[config.mk]
export PLATFORM = sky130hd
export DESIGN_NAME = l2_miss_handler_flat
export DESIGN_NICKNAME = d
export VERILOG_FILES = /design/src/rtl/cache_pkg.sv /design/src/rtl/l2_miss_handler_if.sv /design/src/rtl/burst_beat_counter.sv /design/src/rtl/l2_miss_handler.sv /design/src/flat_wrapper.sv
export SDC_FILE = /design/constraint.sdc
export NUM_CORES = 1
export LEC_CHECK = 0
export BUFFER_PORTS_ARGS = -buffer_cell sky130_fd_sc_hd__buf_2
export CORE_MARGIN = 2
export CORE_UTILIZATION = 40
export DETAILED_ROUTE_END_ITERATION = 6
export GPL_TIMING_DRIVEN = 0
export MAX_ROUTING_LAYER = met4
export PLACE_DENSITY = 0.83
export SLEW_MARGIN = 20
export SYNTH_ARGS = -nofsm -noshare
export SYNTH_HDL_FRONTEND = slang
export SYNTH_SLANG_ARGS = --single-unit
export TNS_END_PERCENT = 100
[constraint.sdc]
create_clock -name clk -period 2.5 [get_ports clk]
set_input_delay 0.375 -clock clk [delete_from_list [all_inputs] [get_ports clk]]
set_output_delay 0.375 -clock clk [all_outputs]
set_load 0.02 [all_outputs]
[src/rtl/cache_pkg.sv]
// Shared cache-hierarchy constants, FSM state encoding and block address helper
// used by the L1 cache controller and the L2 miss handler.
package cache_pkg;

  localparam int ADDR_W   = 32;
  localparam int DATA_W   = 32;
  localparam int TAG_W    = 21;
  localparam int INDEX_W  = 6;
  localparam int OFFSET_W = 5;
  localparam int BEATS    = 8;
  localparam int BEAT_W   = $clog2(BEATS);

  typedef enum logic [2:0] {
    L2MH_IDLE    = 3'd0,
    L2MH_WB_CMD  = 3'd1,
    L2MH_WB_DATA = 3'd2,
    L2MH_RD_CMD  = 3'd3,
    L2MH_RD_DATA = 3'd4,
    L2MH_ACK     = 3'd5
  } l2mh_state_t;

  function automatic logic [ADDR_W-1:0] block_addr(input logic [TAG_W-1:0]   tag,
                                                   input logic [INDEX_W-1:0] idx);
    return {tag, idx, {OFFSET_W{1'b0}}};
  endfunction

endpackage

[src/rtl/l2_miss_handler_if.sv]
// Signal bundle between the L2 miss handler (master), the L1 cache side and
// the L2 memory bus.
interface l2_miss_handler_if;
  import cache_pkg::*;

  logic                read_l2;
  logic                write_l2;
  logic [ADDR_W-1:0]   addr;
  logic [TAG_W-1:0]    victim_tag;
  logic [BEAT_W-1:0]   l1_rd_idx;
  logic [DATA_W-1:0]   l1_rd_data;
  logic                l1_wr_en;
  logic [BEAT_W-1:0]   l1_wr_idx;
  logic [DATA_W-1:0]   l1_wr_data;
  logic                l2_ack;
  logic                busy;
  logic                mem_req;
  logic                mem_we;
  logic [ADDR_W-1:0]   mem_addr;
  logic                mem_gnt;
  logic                mem_wvalid;
  logic [DATA_W-1:0]   mem_wdata;
  logic                mem_wready;
  logic                mem_rvalid;
  logic [DATA_W-1:0]   mem_rdata;

  modport master (
    input  read_l2, write_l2, addr, victim_tag, l1_rd_data,
           mem_gnt, mem_wready, mem_rvalid, mem_rdata,
    output l1_rd_idx, l1_wr_en, l1_wr_idx, l1_wr_data, l2_ack, busy,
           mem_req, mem_we, mem_addr, mem_wvalid, mem_wdata
  );

  modport slave (
    output read_l2, write_l2, addr, victim_tag, l1_rd_data,
           mem_gnt, mem_wready, mem_rvalid, mem_rdata,
    input  l1_rd_idx, l1_wr_en, l1_wr_idx, l1_wr_data, l2_ack, busy,
           mem_req, mem_we, mem_addr, mem_wvalid, mem_wdata
  );

endinterface

[src/rtl/burst_beat_counter.sv]
// Beat counter for one 8-word burst; o_last flags the accepted final beat.
module burst_beat_counter
  import cache_pkg::*;
(
  input  logic              clk,
  input  logic              reset,
  input  logic              i_clr,
  input  logic              i_inc,
  output logic [BEAT_W-1:0] o_cnt,
  output logic              o_last
);

  logic [BEAT_W-1:0] r_cnt;

  always_ff @(posedge clk or posedge reset) begin
    if (reset) begin
      r_cnt <= '0;
    end else if (i_clr) begin
      r_cnt <= '0;
    end else if (i_inc) begin
      r_cnt <= r_cnt + 1'b1;
    end
  end

  assign o_cnt  = r_cnt;
  assign o_last = i_inc && (r_cnt == BEAT_W'(BEATS - 1));

endmodule

[src/rtl/l2_miss_handler.sv]
// Converts held refill/writeback requests into 8-beat L2 bursts.
//   state   | meaning
//   IDLE    | waiting for read_l2 / write_l2 (writeback wins)
//   WB_CMD  | write burst command until granted
//   WB_DATA | streaming victim words from L1 to L2
//   RD_CMD  | read burst command until granted
//   RD_DATA | writing returned words into L1
//   ACK     | one-cycle completion pulse
module l2_miss_handler
  import cache_pkg::*;
(
  input  logic              clk,
  input  logic              reset,
  l2_miss_handler_if.master bus
);

  localparam logic [2:0] S_IDLE    = L2MH_IDLE;
  localparam logic [2:0] S_WB_CMD  = L2MH_WB_CMD;
  localparam logic [2:0] S_WB_DATA = L2MH_WB_DATA;
  localparam logic [2:0] S_RD_CMD  = L2MH_RD_CMD;
  localparam logic [2:0] S_RD_DATA = L2MH_RD_DATA;
  localparam logic [2:0] S_ACK     = L2MH_ACK;

  logic [2:0]        r_state;
  logic [ADDR_W-1:0] r_mem_addr;
  logic              r_wr_en;
  logic [BEAT_W-1:0] r_wr_idx;
  logic [DATA_W-1:0] r_wr_data;

  logic [BEAT_W-1:0] w_cnt;
  logic              w_last;
  logic              w_clr;
  logic              w_inc;
  logic              w_wb_beat;
  logic              w_rd_beat;
  logic              w_wvalid;
  logic              w_unused_ok;

  assign w_wvalid  = (r_state == S_WB_DATA);
  assign w_wb_beat = w_wvalid && bus.mem_wready;
  assign w_rd_beat = (r_state == S_RD_DATA) && bus.mem_rvalid;
  assign w_inc     = w_wb_beat || w_rd_beat;
  assign w_clr     = ((r_state == S_WB_CMD) || (r_state == S_RD_CMD)) && bus.mem_gnt;

  // Byte offset is irrelevant: bursts are always whole blocks.
  assign w_unused_ok = &{1'b0, bus.addr[OFFSET_W-1:0]};

  burst_beat_counter u_beat_cnt (
    .clk    (clk),
    .reset  (reset),
    .i_clr  (w_clr),
    .i_inc  (w_inc),
    .o_cnt  (w_cnt),
    .o_last (w_last)
  );

  always_ff @(posedge clk or posedge reset) begin
    if (reset) begin
      r_state    <= S_IDLE;
      r_mem_addr <= '0;
    end else begin
      case (r_state)
        S_IDLE: begin
          if (bus.write_l2) begin
            r_state    <= S_WB_CMD;
            r_mem_addr <= block_addr(bus.victim_tag, bus.addr[OFFSET_W +: INDEX_W]);
          end else if (bus.read_l2) begin
            r_state    <= S_RD_CMD;
            r_mem_addr <= block_addr(bus.addr[ADDR_W-1 -: TAG_W],
                                     bus.addr[OFFSET_W +: INDEX_W]);
          end
        end
        S_WB_CMD:  if (bus.mem_gnt) r_state <= S_WB_DATA;
        S_WB_DATA: if (w_last)      r_state <= S_ACK;
        S_RD_CMD:  if (bus.mem_gnt) r_state <= S_RD_DATA;
        S_RD_DATA: if (w_last)      r_state <= S_ACK;
        S_ACK:                      r_state <= S_IDLE;
        default:                    r_state <= S_IDLE;
      endcase
    end
  end

  // Refill words land in L1 the cycle after the beat arrives.
  always_ff @(posedge clk or posedge reset) begin
    if (reset) begin
      r_wr_en   <= 1'b0;
      r_wr_idx  <= '0;
      r_wr_data <= '0;
    end else begin
      r_wr_en <= w_rd_beat;
      if (w_rd_beat) begin
        r_wr_idx  <= w_cnt;
        r_wr_data <= bus.mem_rdata;
      end
    end
  end

  assign bus.busy       = (r_state != S_IDLE);
  assign bus.mem_req    = (r_state == S_WB_CMD) || (r_state == S_RD_CMD);
  assign bus.mem_we     = (r_state == S_WB_CMD);
  assign bus.mem_addr   = r_mem_addr;
  assign bus.mem_wvalid = w_wvalid;
  assign bus.mem_wdata  = w_wvalid ? bus.l1_rd_data : '0;
  assign bus.l1_rd_idx  = w_wvalid ? w_cnt : '0;
  assign bus.l1_wr_en   = r_wr_en;
  assign bus.l1_wr_idx  = r_wr_idx;
  assign bus.l1_wr_data = r_wr_data;
  assign bus.l2_ack     = (r_state == S_ACK);

endmodule

[src/flat_wrapper.sv]
// flat-port wrapper written by rule: the top's interface ports become plain ports
module l2_miss_handler_flat import cache_pkg::*;
  (clk, reset, bus_read_l2, bus_write_l2, bus_addr, bus_victim_tag, bus_l1_rd_data, bus_mem_gnt, bus_mem_wready, bus_mem_rvalid, bus_mem_rdata, bus_l1_rd_idx, bus_l1_wr_en, bus_l1_wr_idx, bus_l1_wr_data, bus_l2_ack, bus_busy, bus_mem_req, bus_mem_we, bus_mem_addr, bus_mem_wvalid, bus_mem_wdata);
  l2_miss_handler_if bus_i ();
  input  logic clk;
  input  logic reset;
  input wire logic [$bits(bus_i.read_l2)-1:0] bus_read_l2;
  input wire logic [$bits(bus_i.write_l2)-1:0] bus_write_l2;
  input wire logic [$bits(bus_i.addr)-1:0] bus_addr;
  input wire logic [$bits(bus_i.victim_tag)-1:0] bus_victim_tag;
  input wire logic [$bits(bus_i.l1_rd_data)-1:0] bus_l1_rd_data;
  input wire logic [$bits(bus_i.mem_gnt)-1:0] bus_mem_gnt;
  input wire logic [$bits(bus_i.mem_wready)-1:0] bus_mem_wready;
  input wire logic [$bits(bus_i.mem_rvalid)-1:0] bus_mem_rvalid;
  input wire logic [$bits(bus_i.mem_rdata)-1:0] bus_mem_rdata;
  output wire logic [$bits(bus_i.l1_rd_idx)-1:0] bus_l1_rd_idx;
  output wire logic [$bits(bus_i.l1_wr_en)-1:0] bus_l1_wr_en;
  output wire logic [$bits(bus_i.l1_wr_idx)-1:0] bus_l1_wr_idx;
  output wire logic [$bits(bus_i.l1_wr_data)-1:0] bus_l1_wr_data;
  output wire logic [$bits(bus_i.l2_ack)-1:0] bus_l2_ack;
  output wire logic [$bits(bus_i.busy)-1:0] bus_busy;
  output wire logic [$bits(bus_i.mem_req)-1:0] bus_mem_req;
  output wire logic [$bits(bus_i.mem_we)-1:0] bus_mem_we;
  output wire logic [$bits(bus_i.mem_addr)-1:0] bus_mem_addr;
  output wire logic [$bits(bus_i.mem_wvalid)-1:0] bus_mem_wvalid;
  output wire logic [$bits(bus_i.mem_wdata)-1:0] bus_mem_wdata;
  assign bus_i.read_l2 = bus_read_l2;
  assign bus_i.write_l2 = bus_write_l2;
  assign bus_i.addr = bus_addr;
  assign bus_i.victim_tag = bus_victim_tag;
  assign bus_i.l1_rd_data = bus_l1_rd_data;
  assign bus_i.mem_gnt = bus_mem_gnt;
  assign bus_i.mem_wready = bus_mem_wready;
  assign bus_i.mem_rvalid = bus_mem_rvalid;
  assign bus_i.mem_rdata = bus_mem_rdata;
  assign bus_l1_rd_idx = bus_i.l1_rd_idx;
  assign bus_l1_wr_en = bus_i.l1_wr_en;
  assign bus_l1_wr_idx = bus_i.l1_wr_idx;
  assign bus_l1_wr_data = bus_i.l1_wr_data;
  assign bus_l2_ack = bus_i.l2_ack;
  assign bus_busy = bus_i.busy;
  assign bus_mem_req = bus_i.mem_req;
  assign bus_mem_we = bus_i.mem_we;
  assign bus_mem_addr = bus_i.mem_addr;
  assign bus_mem_wvalid = bus_i.mem_wvalid;
  assign bus_mem_wdata = bus_i.mem_wdata;
  l2_miss_handler u_core (.clk(clk), .reset(reset), .bus(bus_i));
endmodule
==> results of run 1 <==
[kinds of logic after synthesis]
kind of cell | share of synthesized area (%)
other | 0.113
AOI/OAI and AO/OA | 2.11
muxes | 28.7
xor gates and xnor gates | 0.264
buffers and inverters | 4.75
and+or+nand+nor | 11.3
DFF | 52.0
adders and majority gates | 0.753
[per-stage QoR]
| stage | TNS (ns) | setup slack [ns] | power (µW) | util, % | area [µm²] |
|---|---|---|---|---|---|
| detailed placement | 0 | 0.433 | 5030 | 56.5 | 4590 |
| CTS | 0 | 0.0532 | 5950 | 58.9 | 4790 |
| floorplan | 0 | 0.385 | 3960 | - | 3340 |
| global route | -0.0800 | -0.0228 | 6250 | 59.0 | 4800 |
| global placement | -24.89 | -0.364 | 4920 | 56.2 | 4570 |
| finish | 0 | 0.159 | 5880 | 59.0 | 4800 |
[cell type report]
type	count	share of cell area (%)
buffer	20	3.05
tap	105	2.74
inverter	3	0.287
clock inverter	6	1.30
sequential	69	36.0
clock buffer	10	2.87
multi-input combinational	161	30.4
timing repair buffer	221	23.4
[worst max-delay path, delay by kind of cell, from the launching register on]
family | cells | cell delay (ns)
buffers and inverters | 3 | 0.73
AND/OR/NAND/NOR | 2 | 0.52
flip-flops | 1 | 0.40
[registers in the layout, summed over array words and instances (netlist names)]
register	count
u_core.bus.l1_wr_data	32
u_core.bus.l1_wr_en	1
u_core.bus.l1_wr_idx	3
u_core.bus.mem_addr	27
u_core.r_state	3
u_core.u_beat_cnt.o_cnt	3
[power by group]
group	leakage, µW	internal [µW]	switching, µW
Combinational	0.00160	1320	1750
Clock	0.0000943	484	416
Sequential	0.000856	1640	265
[metal layers]
metal	GRT usage, %	share of wire, %	vias to the layer above
met5	-	0	-
met2	38.5	56	139
met3	4.66	8.1	16
met4	7.49	1.7	0
li1	-	-	1325
met1	20.3	35	1357
[cell usage in the layout (no fill, tap or decap), types with 2 or more instances in the layout]
cell type / count
a31oi_1: 2
a21oi_1: 2
buf_12: 3
conb_1: 5
nand3b_1: 3
ha_1: 2
clkinv_2: 2
mux2_2: 83
nor2_1: 2
clkbuf_8: 10
and2_1: 36
buf_2: 221
mux2i_1: 2
buf_4: 8
nand3_1: 2
a211o_1: 2
nand2_1: 4
inv_1: 2
nor2b_1: 4
clkbuf_1: 7
clkinvlp_4: 3
dfrtp_1: 69
[worst max-delay path by stage]
stage | cells past startpoint | from | slack (ns) | endpoint
after floorplan | 1 | reset | 0.39 | u_core.bus.l1_wr_data[0]
after global placement | 2 | reset | -0.36 | u_core.bus.l1_wr_idx[1]
after detailed placement | 5 | u_core.r_state[2] | 0.43 | bus_mem_wdata[19]
after CTS | 5 | u_core.r_state[2] | 0.05 | bus_mem_wdata[19]
after global routing | 5 | u_core.r_state[2] | -0.02 | bus_mem_wdata[12]
final | 5 | u_core.r_state[2] | 0.16 | bus_mem_wdata[19]
==> flow_summary.ini, run 1 <==
[outcome]
status = complete, no violations

[layout]
syn_to_final_growth_pct = 44.4
fill_cells = 708
final_nets = 611
multi_input_area_um2 = 1460
drive_gt1_share_pct = 68.8
stdcell_count = 595
seq_area_um2 = 1730
diodes = 0

[logic_synthesis]
ys_seq_area_share_pct = 52.0
synth_edf_count = 0
yosys_warnings = 0
yosys.cell_types.count = 32
synth_top_area_share_pct = 52.0
synthFlopType = dfrtp_1
synth.cell_area_um2 = 3320
syn-instance-count = 249
yosysMostFrequentCell = mux2_2
synth.avg_cell_area_um2 = 13.3
synth_largest_area_cell = dfrtp_1
ys_ff_latch = 69
synth_area_leaders = dfrtp_1, mux2_2, and2_1
synth-async-reset-ratio_pct = 100
yosys-top-cells-count = mux2_2, dfrtp_1, and2_1

[global_routing]
antenna_found_initial = 0
grt_pass1_wl_mm = 13.5
grt_pass1_vias = 2860
grt_max_degree = 37
grt_remaining_overflow = 0
track_usage_pct = 20.4

[timing]
report.final.slew_viol_count = 0
fin_skew_ns = 0.00697
timing.hold.ws_ns = 0.0540
period_needed_ns = 2.34
worst_pin_slew_ns = 0.637
max_freq_ghz = 0.427
hold_viol_final = 0
period_share_pct = 93.6
setup_violations = 0
slew_headroom_pct = 57.5

[worst_setup_path]
crit_path_start_kind = register
crit_slowest_cell = dfrtp_1
cpPeakStageDelay_ns = 0.40
critical_path_class = register to output pin
reg2regPathDepth = 4
reg2reg_slack_ns = 0.51
path_cells = clkbuf_1, nor3b_4, buf_1, and2_1, buf_2
crit_arrival_ns = 1.97
endpoint_kind = output pin
r2r-end = u_core.bus.l1_wr_data[9]
worstPathRequired_ns = 2.12
r2r_start = u_core.r_state[1]
crit_fanout = 10

[power_and_ir_drop]
p_leak_uw = 0.00255
vdd.ir_drop.worst_v = 0.000625
p_per_area_nw_per_um2 = 1230

[clocking]
numCtsBuffers = 9
post_cts_resized = 0
clk_pin_slew_ns = 0.07
htreeDepth = 3
cts.path.max_buffers = 2
cts_hold_buf = 0
post_cts_buffers = 0
clk_latency_ns = 0.33
cts_sinks = 69
cts_root_buffer = clkbuf_8
tritoncts = built

[job]
max-cap-violations = 0

[route]
firstDrtPassIters = 4
routedWlPerCell_um = 15.1
drcViolationCount = 0
vias_per_cell = 4.77
drt_iter0_drc = 60
vias = 2837
routed_wl_mm = 8.97
ant_nets = 0

[placed_design]
placed_cells = 579
gp_congestion = 0.928
hpwlAfterDp_mm = 7.36
portBuffers = 220

[floorplanning]
die_h_um = 95.1
core-area_um2 = 8130
die_x_um = 95.1
rows = 33
dieArea_um2 = 9050
io_pins = 232
initial_core_util_pct = 40.8

[hold_path]
hold_class = input port to asynchronous set/reset pin
No activity file was read; power rests on OpenSTA's default activity.
==> run 2, diff against run 1 <==
- BUFFER_PORTS_ARGS: -buffer_cell sky130_fd_sc_hd__buf_2 -> not set
- DONT_BUFFER_PORTS: not set -> 1
- PLACE_DENSITY: 0.83 -> 0.59
==> run 2 against run 1 <==
Against the previous run: first-iteration DRC count up 18%; count of clock-buffer cells in the layout unchanged; sequential share of layout area up 10 points; power down 9.8%; largest power group is now registers; clock power up 12%; final area down 22%; largest cell class unchanged; critical path depth down 1; non-clock buffer count down 218.
==> flow_summary.ini, run 2 (same netlist as run 1, synthesis figures left out) <==
[clocking]
htreeDepth = 3
cts.path.max_buffers = 2
clk_pin_slew_ns = 0.08
clk_latency_ns = 0.34
cts_sinks = 69
cts_root_buffer = clkbuf_8
numCtsBuffers = 9
tritoncts = built

[worst_setup_path]
critical_path_class = register to output pin
cpPeakStageDelay_ns = 0.40
endpoint_kind = output pin
path_cells = clkbuf_1, nor3b_4, clkbuf_2, and2_1
crit_arrival_ns = 1.87
crit_path_start_kind = register
crit_fanout = 10
worstPathRequired_ns = 2.12
crit_slowest_cell = dfrtp_1

[power_and_ir_drop]
switching_power_uw = 2260
p_int_uw = 3040
vdd.ir_drop.worst_v = 0.000743
clockPowerShare_pct = 19.1
power_frac_seq_pct = 49.5
p_per_area_nw_per_um2 = 1420
swShare_pct = 42.7
power_frac_comb_pct = 31.4
p_leak_uw = 0.00164

[job]
max-cap-violations = 0

[timing]
slew_headroom_pct = 64.6
fin_skew_ns = 0.0127
period_needed_ns = 2.25
worst_pin_slew_ns = 0.530
report.final.slew_viol_count = 0
fin_setup_tns_ns = 0
max_freq_ghz = 0.445
setup_violations = 0
period_share_pct = 89.9
grt_setup_unrepaired = false
hold_viol_final = 0

[floorplanning]
core-area_um2 = 8130
io_pins = 232
rows = 33
die_x_um = 95.1
die_h_um = 95.1
initial_core_util_pct = 40.8
dieArea_um2 = 9050

[route]
firstDrtPassIters = 4
ant_nets = 0
vias_per_cell = 5.23
vias = 1971
routed_wl_mm = 7.43
routedWlPerCell_um = 19.7
drt_iter0_drc = 71
drcViolationCount = 0

[outcome]
status = complete, no violations

[placed_design]
hpwlAfterDp_mm = 5.80
gp_congestion = 0.825
portBuffers = 0
placed_cells = 359

[layout]
largest_register_ffs = 32
final_common_cell = mux2_2
diodes = 0
final_util_pct = 46.0
fill_cells = 754
syn_to_final_growth_pct = 12.6
stdcell_count = 377
seq_area_um2 = 1730
final_nets = 393
layout_common_cells = mux2_2, dfrtp_1, and2_1, clkbuf_8, buf_4
multi_input_area_um2 = 1460
drive_gt1_share_pct = 43.8

[global_routing]
grt_pass1_wl_mm = 10.5
grt_remaining_overflow = 0
grt_max_degree = 39
antenna_found_initial = 0
track_usage_pct = 16.2
grt_pass1_vias = 1993

[hold_path]
hold_class = input port to register
-- run 2: power groups by stage --
| stage | Clock (µW) | Combinational [µW] | Sequential [µW] |
|---|---|---|---|
| after detailed placement | 0 | 1660 | 2660 |
| after global placement | 0 | 1610 | 2650 |
| final | 1010 | 1660 | 2630 |
| after global routing | 1090 | 1830 | 2690 |
| after CTS | 1040 | 1670 | 2640 |
| after floorplan | 0 | 1450 | 2510 |
-- run 2: stage by stage --
stage | setup slack [ns] | cell area [µm²] | total power [µW] | hold WS [ns]
floorplan | 0.385 | 3340 | 3960 | 0.485
global placement | -0.366 | 3470 | 4270 | 0.527
detailed placement | 0.254 | 3490 | 4320 | 0.285
CTS | 0.0354 | 3730 | 5350 | 0.164
global route | 0.0466 | 3740 | 5610 | 0.157
finish | 0.251 | 3740 | 5310 | 0.183
-- run 2: timing repair --
item                                   in CTS  in global routing
pin swaps                                   0                  1
setup buffers                               0                  1
resized for setup                           1                  1
setup endpoints to repair                   9                 29
hold buffers                                1                  0
endpoints found under the hold margin      31                  0
-- run 2: cell type report --
cell class,count,share of cell area [%]
Buffer,20,3.95
Clock buffer,10,3.68
Clock inverter,6,2.31
Inverter,3,0.368
Multi-Input combinational cell,161,39.0
Sequential cell,69,46.2
Tap cell,105,3.51
Timing Repair Buffer,3,1.00
-- run 2: path summary, 6_finish.rpt --
check                                                start                         end  slack [ns]  depth (start not counted)
worst max-delay path                     u_core.r_state[2]           bus_mem_wdata[17]        0.25                          4
worst min-delay path                      bus_mem_rdata[9]    u_core.bus.l1_wr_data[9]        0.18                          1
worst max register to register           u_core.r_state[1]   u_core.bus.l1_wr_data[10]        0.66                          4
worst min register to register  u_core.u_beat_cnt.o_cnt[0]  u_core.u_beat_cnt.o_cnt[0]        0.54                          1
max in group asynchronous                            reset   u_core.bus.l1_wr_data[14]        1.45                          3
min in group asynchronous                            reset     u_core.bus.mem_addr[21]        0.52                          2
-- run 2: layer usage --
layer | track usage, % | vias to the layer above | wire (µm)
met4 | 6.16 | 0 | 88
met1 | 16.4 | 960 | 2550
li1 | - | 884 | -
met2 | 29.2 | 119 | 4170
met5 | - | - | 0
met3 | 4.98 | 8 | 618
-- run 2: worst max-delay path: cells and delay by family, from the launching register on --
family,cells,cell delay (ns)
AND/OR/NAND/NOR,2,0.62
flip-flops,1,0.40
buffers and inverters,2,0.52
==> run 3, diff against run 2 <==
- MAX_ROUTING_LAYER: met4 -> not set
==> run 3 against run 2 <==
Against the previous run: final cell count stayed put; worst hold slack worse by 0.0015 ns; largest cell class unchanged; worst setup slack worse by 0.031 ns; final area stayed put; power is 0.13% higher; via count is 0.15% lower; register-to-register slack hardly changed; utilization stayed put; sequential power hardly changed.
==> flow_summary.ini, run 3 (same netlist as run 1, synthesis figures left out) <==
[power_and_ir_drop]
p_int_uw = 3040
total_power_uw = 5310
switching_power_uw = 2270
vdd.ir_drop.worst_v = 0.000741
p_leak_uw = 0.00164
swShare_pct = 42.7
p_per_area_nw_per_um2 = 1420
clockPowerShare_pct = 19.2
power_frac_seq_pct = 49.5
power_frac_comb_pct = 31.4

[floorplanning]
rows = 33
dieArea_um2 = 9050
initial_core_util_pct = 40.8
core-area_um2 = 8130
die_h_um = 95.1
die_x_um = 95.1
io_pins = 232

[placed_design]
placed_cell_area_um2 = 3490
placed_cells = 359
hpwlAfterDp_mm = 5.80
place_ws_ns = 0.254
gp_congestion = 0.813
portBuffers = 0

[route]
drt-met1-wl_mm = 2.51
vias_per_cell = 5.22
routed_wl_mm = 7.44
routedWlPerCell_um = 19.7
dr_wl_met2_mm = 4.18
drt_iter0_drc = 80
vias = 1968
top_layer = met4
drcViolationCount = 0
firstDrtPassIters = 4
ant_nets = 0
wl_met3_um = 659

[layout]
fin_area_um2 = 3740
largest_register_ffs = 32
diodes = 0
drive_gt1_share_pct = 43.8
syn_to_final_growth_pct = 12.6
stdcell_count = 377
layout_common_cells = mux2_2, dfrtp_1, and2_1, clkbuf_8, buf_4
final_nets = 393
final_util_pct = 46.0
final_common_cell = mux2_2

[outcome]
status = complete, no violations

[worst_setup_path]
endpoint_kind = output pin
crit_fanout = 10
crit_arrival_ns = 1.90
worstPathRequired_ns = 2.12
critical_path_class = register to output pin
reg2reg_slack_ns = 0.66
crit_path_start_kind = register

[global_routing]
grt_pass1_wl_mm = 10.6
track_usage_pct = 15.8
grt_pass1_vias = 1985
antenna_found_initial = 0
grt_max_degree = 39
grt_remaining_overflow = 0

[hold_path]
hold_class = input port to register

[timing]
period_share_pct = 91.2
report.final.slew_viol_count = 0
setup_ws_ns = 0.220
worst_pin_slew_ns = 0.531
hold_viol_final = 0
max_freq_ghz = 0.439
grt_setup_unrepaired = false
fin_skew_ns = 0.0124
slew_headroom_pct = 64.6
setup_violations = 0
period_needed_ns = 2.28

[clocking]
clk_pin_slew_ns = 0.08
tritoncts = built
cts_sinks = 69
numCtsBuffers = 9
cts.path.max_buffers = 2
cts_root_buffer = clkbuf_8
htreeDepth = 3
clk_latency_ns = 0.34

[job]
max-cap-violations = 0
-- run 3: power by group through the flow --
stage / Sequential [µW] / Combinational, µW / Clock [µW]
finish: 2630 / 1670 / 1020
global route: 2690 / 1830 / 1090
CTS: 2640 / 1670 / 1040
detailed placement: 2660 / 1660 / 0
global placement: 2650 / 1610 / 0
floorplan: 2510 / 1450 / 0
-- run 3: cell type report --
class | instances | area [µm²]
multi-input cells | 161 | 1460
well taps | 105 | 131
inverters | 3 | 13.8
plain buffers | 20 | 148
flip-flops and latches | 69 | 1730
clock buffers | 10 | 138
repair buffers | 3 | 37.5
fillers | 754 | 4390
clock inverters | 6 | 86.3
-- run 3: per-stage QoR --
stage	setup TNS, ns	hold WS (ns)
final	0	0.182
after global placement	-25.05	0.527
after global routing	0	0.154
after floorplan	0	0.485
after CTS	0	0.164
after detailed placement	0	0.285
-- run 3: repair_timing --
item,4_1_cts,5_1_grt
buffers inserted,0,1
hold buffers,1,0
endpoints found under the setup margin,9,29
endpoints found under the hold margin,31,0
pin swaps,0,1
gates resized for setup,1,1
-- run 3: worst paths after layout --
path,start,endpoint,cells after the start
worst max-delay path,u_core.r_state[2],bus_mem_wdata[17],4
worst min-delay path,bus_mem_rdata[9],u_core.bus.l1_wr_data[9],1
worst max register to register,u_core.r_state[1],u_core.bus.l1_wr_data[10],4
worst min register to register,u_core.u_beat_cnt.o_cnt[0],u_core.u_beat_cnt.o_cnt[0],1
max in group asynchronous,reset,u_core.bus.l1_wr_data[14],3
min in group asynchronous,reset,u_core.bus.mem_addr[21],2
-- run 3: critical path, cell delays in order, from the launching register on --
cell,delay (ns)
dfrtp_1,0.40
clkbuf_1,0.22
nor3b_4,0.31
clkbuf_2,0.30
and2_1,0.34
-- run 3: layer usage --
layer | vias up | global-route usage (%)
met2 | 118 | 29.3
met5 | - | 0
met1 | 961 | 16.0
met4 | 0 | 6.16
met3 | 7 | 5.69
li1 | 882 | -
